[config.mk]
export PLATFORM = sky130hd
export DESIGN_NAME = support_context_scheduler
export DESIGN_NICKNAME = d
export VERILOG_FILES = /design/src/rtl/support_context_scheduler.sv
export SDC_FILE = /design/constraint.sdc
export NUM_CORES = 1
export LEC_CHECK = 0
export BUFFER_PORTS_ARGS = -buffer_cell sky130_fd_sc_hd__buf_2
export CAP_MARGIN = 40
export CORE_MARGIN = 2
export CORE_UTILIZATION = 45
export DETAILED_ROUTE_END_ITERATION = 12
export PLACE_DENSITY = 0.69
export SLEW_MARGIN = 20
export SYNTH_ARGS = -nofsm -noshare
export SYNTH_HDL_FRONTEND = slang
export SYNTH_SLANG_ARGS = --single-unit
export TNS_END_PERCENT = 100
[constraint.sdc]
create_clock -name clk -period 3 [get_ports clk]
set_clock_uncertainty 0.15 [all_clocks]
set_input_delay 0.15 -clock clk [delete_from_list [all_inputs] [get_ports clk]]
set_output_delay 0.15 -clock clk [all_outputs]
set_load 0.1 [all_outputs]
[src/rtl/support_context_scheduler.sv]
// Context-switch sequencer for the support unit array and boundary PEs: drives the global
// stage, tracks the resident context and the context window mirrored in PE memory.
module support_context_scheduler #(
  parameter int NUM_CONTEXTS = 4
) (
  input  logic                                 clk,
  input  logic                                 reset,
  input  logic                                 new_block,
  input  logic                                 req_valid,
  input  logic                                 req_local,
  output logic                                 req_ready,
  output logic [1:0]                           stage_out,
  output logic                                 do_not_store,
  output logic [$clog2(NUM_CONTEXTS)-1:0]      active_context,
  output logic [$clog2(NUM_CONTEXTS)-1:0]      context_min,
  output logic [$clog2(NUM_CONTEXTS)-1:0]      context_max,
  output logic                                 busy
);

  localparam int CTX_W       = $clog2(NUM_CONTEXTS);
  localparam int HALF        = NUM_CONTEXTS / 2;
  localparam int STAGE_WIDTH = 2;

  localparam logic [STAGE_WIDTH-1:0] STAGE_IDLE         = 2'd0;
  localparam logic [STAGE_WIDTH-1:0] STAGE_RESET_ROOTS  = 2'd1;
  localparam logic [STAGE_WIDTH-1:0] STAGE_WRITE_TO_MEM = 2'd2;

  localparam logic [CTX_W-1:0] CTX_ZERO    = '0;
  localparam logic [CTX_W-1:0] CTX_ONE     = CTX_W'(1);
  localparam logic [CTX_W-1:0] CTX_HALF    = CTX_W'(HALF);
  localparam logic [CTX_W-1:0] CTX_HALF_M1 = CTX_W'(HALF - 1);
  localparam logic [CTX_W-1:0] CTX_LAST    = CTX_W'(NUM_CONTEXTS - 1);

  typedef enum logic [1:0] {
    S_IDLE        = 2'd0,
    S_RESET_ROOTS = 2'd1,
    S_WRITE       = 2'd2,
    S_SETTLE      = 2'd3
  } state_t;

  // Handshake: a switch is taken on a clock edge where req_valid && req_ready; the requester
  // holds req_valid/req_local stable until then. req_ready drops while a root reset is due.

  state_t                 state_q, state_d;
  logic [STAGE_WIDTH-1:0] stage_q, stage_d;
  logic                   busy_q, busy_d;
  logic                   dns_q, dns_d;
  logic                   pending_q, pending_d;
  logic                   full_range_q, full_range_d;
  logic                   not_first_q, not_first_d;
  logic [CTX_W-1:0]       ctx_q, ctx_d;
  logic [CTX_W-1:0]       min_q, min_d;
  logic [CTX_W-1:0]       max_q, max_d;
  logic                   accept;

  assign req_ready      = (state_q == S_IDLE) && !new_block && !pending_q;
  assign accept         = req_valid && req_ready;
  assign stage_out      = stage_q;
  assign busy           = busy_q;
  assign do_not_store   = dns_q;
  assign active_context = ctx_q;
  assign context_min    = min_q;
  assign context_max    = max_q;

  always_ff @(posedge clk or posedge reset) begin
    if (reset) begin
      state_q      <= S_IDLE;
      stage_q      <= STAGE_IDLE;
      busy_q       <= 1'b0;
      dns_q        <= 1'b0;
      pending_q    <= 1'b0;
      full_range_q <= 1'b0;
      not_first_q  <= 1'b0;
      ctx_q        <= CTX_ZERO;
      min_q        <= CTX_ZERO;
      max_q        <= CTX_HALF_M1;
    end else begin
      state_q      <= state_d;
      stage_q      <= stage_d;
      busy_q       <= busy_d;
      dns_q        <= dns_d;
      pending_q    <= pending_d;
      full_range_q <= full_range_d;
      not_first_q  <= not_first_d;
      ctx_q        <= ctx_d;
      min_q        <= min_d;
      max_q        <= max_d;
    end
  end

  // Next-state and context bookkeeping.
  always_comb begin
    state_d      = state_q;
    dns_d        = dns_q;
    pending_d    = pending_q;
    full_range_d = full_range_q;
    not_first_d  = not_first_q;
    ctx_d        = ctx_q;
    min_d        = min_q;
    max_d        = max_q;

    if (accept) begin
      dns_d = req_local;
    end

    case (state_q)
      S_IDLE: begin
        pending_d = 1'b0;
        if (new_block || pending_q) begin
          state_d = S_RESET_ROOTS;
        end else if (req_valid) begin
          state_d = S_WRITE;
        end
      end
      S_RESET_ROOTS: begin
        state_d   = S_IDLE;
        pending_d = pending_q | new_block;
        // The window only moves when the resident context sits on a half boundary.
        if ((ctx_q == CTX_ZERO) || (ctx_q == CTX_HALF)) begin
          if (!not_first_q) begin
            min_d       = CTX_HALF;
            max_d       = CTX_LAST;
            not_first_d = 1'b1;
          end else if (!full_range_q) begin
            min_d        = CTX_ZERO;
            max_d        = CTX_LAST;
            full_range_d = 1'b1;
          end else if (ctx_q == CTX_ZERO) begin
            min_d        = CTX_HALF;
            max_d        = CTX_LAST;
            full_range_d = 1'b0;
          end else begin
            min_d        = CTX_ZERO;
            max_d        = CTX_HALF_M1;
            full_range_d = 1'b0;
          end
        end
      end
      S_WRITE: begin
        state_d   = S_SETTLE;
        pending_d = pending_q | new_block;
        if (!dns_q) begin
          if (NUM_CONTEXTS == 2) begin
            ctx_d = ctx_q ^ CTX_ONE;
          end else if (ctx_q < max_q) begin
            ctx_d = ctx_q + CTX_ONE;
          end else begin
            ctx_d = min_q;
          end
        end
      end
      S_SETTLE: begin
        state_d   = S_IDLE;
        pending_d = pending_q | new_block;
      end
      default: begin
        state_d = S_IDLE;
      end
    endcase
  end

  // Registered outputs follow the state being entered.
  always_comb begin
    stage_d = STAGE_IDLE;
    busy_d  = (state_d != S_IDLE);
    case (state_d)
      S_RESET_ROOTS: stage_d = STAGE_RESET_ROOTS;
      S_WRITE:       stage_d = STAGE_WRITE_TO_MEM;
      default:       stage_d = STAGE_IDLE;
    endcase
  end

endmodule

==> impl_metrics.ini <==
[setup_path]
critPathMaxFanout = 6
slowest_delay_ns = 0.47
crit_arrival_ns = 1.48
cp_slowest_cell = buf_2
worstPathBufferInverterCount = 1
path_cells = nor4_4 -> buf_2
start_kind = flop
crit_family = buffers and inverters
endpoint_kind = primary output
timing.critical_path.required_ns = 2.70
worstSetupPathType = reg2out

[logic_synthesis]
ys_top_cells_by_count = dfrtp_1, nor2_1, inv_1, nand2_1
synth_edf_count = 0
syn-cell-area_um2 = 602
ys_warn_count = 0
synth_top_area_frac = 0.541
async_flop_share = 1.00
ys.flop_type = dfrtp_1
synthesis.instances = 56
synth_top_cell_by_area = dfrtp_1
syn_nets = 64
ys_ff_latch = 13
synth_cell_types = 21
synth.most_common_cell = dfrtp_1
yosysSeqAreaShare = 0.541
netlist_top_cells_area = dfrtp_1, ha_1, nor2_1
avgSynthCellArea_um2 = 10.7

[outcome]
outcome = complete, no violations

[sta]
hold_slack_ns = 0.0330
slew_viol_final = 0
fin_crit_sh = 0.593
hold_viol_final = 0
rsz0062_at_grt = false
fmax_mhz = 562
fin_setup_tns_ns = 0
setup_viol = 0
fin_crit_ns = 1.78

[routing]
first_iter_violations = 11
drt-total-wl_um = 1050
drc_errors = 0
num_vias = 430
first_pass_iters = 4
drt-wirelength-per-cell_um = 11.9
ant_nets = 0
viasPerCell = 4.89

[floorplan]
die_h_um = 40.6
fp.dieW_um = 40.6
initial_core_util = 0.474
rows = 13
dieArea_um2 = 1650
ios = 16
coreArea_um2 = 1270

[layout]
utilization = 0.569
seq_area_um2 = 325
area_growth_pct = 20.0
multi_input_area_um2 = 234
final_net_count = 82
fillers = 119
n_antenna_cell = 0
drive_gt1_frac = 0.274

[global_route]
antenna_found_initial = 0
gr-total-overflow = 0
grt_pass1_wl_um = 1570
grt.total_usage = 0.159
grt_max_degree = 14
grt_pass1_vias = 411

[clock_network]
post_cts_resized = 0
cts_tree = yes
root_buffer = clkbuf_4
cts_setup_buffers = 0
clockBufferDepth = 2
clk-insertion-delay-late_ns = 0.28
clkSlewWorstSetupHoldPaths_ns = 0.07
clock-sinks = 13
numCtsBuffers = 3
h-tree-depth = 1

[job]
max-cap-violations = 0

[placed_design]
portBuffers = 13
dpl.hpwl_um = 746
gp_congestion = 0.805

[hold_path]
worstHoldPathType = in2reg
## worst paths after layout
path	from	endpoint	slack (ns)	cells past startpoint
max	state_q[1]	req_ready	1.22	2
min	new_block	state_q[0]	0.03	3
max reg2reg	active_context[0]	context_min[1]	1.33	4
min reg2reg	full_range_q	full_range_q	0.37	1
max in group asynchronous	reset	full_range_q	2.09	3
min in group asynchronous	reset	do_not_store	0.29	3
## layer usage
layer | GRT usage | vias to the layer above | part of all wire
met2 | 0.270 | 15 | 0.51
met3 | 0.0333 | 4 | 0.046
met4 | 0.158 | 0 | 0.023
met1 | 0.155 | 200 | 0.43
li1 | - | 211 | -
met5 | 0 | - | 0
## logic make-up after synthesis
| logic type | after synthesis | synth area share |
|---|---|---|
| muxes | 4 | 0.0769 |
| xor gates and xnor gates | 1 | 0.0146 |
| adders and majority gates | 3 | 0.0624 |
| and+or+nand+nor | 17 | 0.154 |
| other | 2 | 0.0125 |
| DFF | 13 | 0.541 |
| buffers and inverters | 9 | 0.0707 |
| AOI/OAI and AO/OA | 7 | 0.0686 |
## cells in the final DEF (no fill, tap or decap)
cell type,n
nor4_4,1
nand2_1,4
o211ai_1,1
mux2_2,1
clkbuf_1,1
mux2_4,1
a21oi_1,2
nor3_1,2
dfrtp_1,13
nor2_1,7
xnor2_1,1
ha_1,3
o2111ai_1,1
nand2_2,1
dlygate4sd3_1,3
nor3b_1,1
inv_1,6
nand2b_1,1
buf_2,13
conb_1,2
mux2i_1,2
clkbuf_4,3
o21ai_0,3
## final cells by class
class	count	share of cell area
Multi-Input combinational cell	34	0.324
Timing Repair Buffer	16	0.132
Sequential cell	13	0.451
Inverter	6	0.0312
Clock buffer	4	0.0364
Tap cell	15	0.0260
## worst min-delay path, delay by kind of cell
family / cells / cell delay, ns
simple gates: 2 / 0.15
buf+inv: 1 / 0.12
## registers in the layout, summed over array words and instances, names as in the netlist
register        flops
do_not_store        1
stage_out           2
not_first_q         1
context_max         1
busy                1
active_context      2
pending_q           1
context_min         1
state_q             2
full_range_q        1
## metrics by stage
stage               setup slack, ns  instance area (µm²)  std cells
CTS                            1.22                  722         88
floorplan                     0.690                  602         56
global placement               1.39                  666         81
detailed placement             1.33                  666         81
finish                         1.22                  722         88
global route                   1.14                  722         88
## repair_timing
| item | in CTS | in global routing |
|---|---|---|
| endpoints found under the hold margin | 17 | 0 |
| endpoints found under the setup margin | 0 | 0 |
| hold buffers | 3 | 0 |
Power is not shown: default switching activity piles up to over one toggle a cycle in this logic, so the estimate is an artifact.
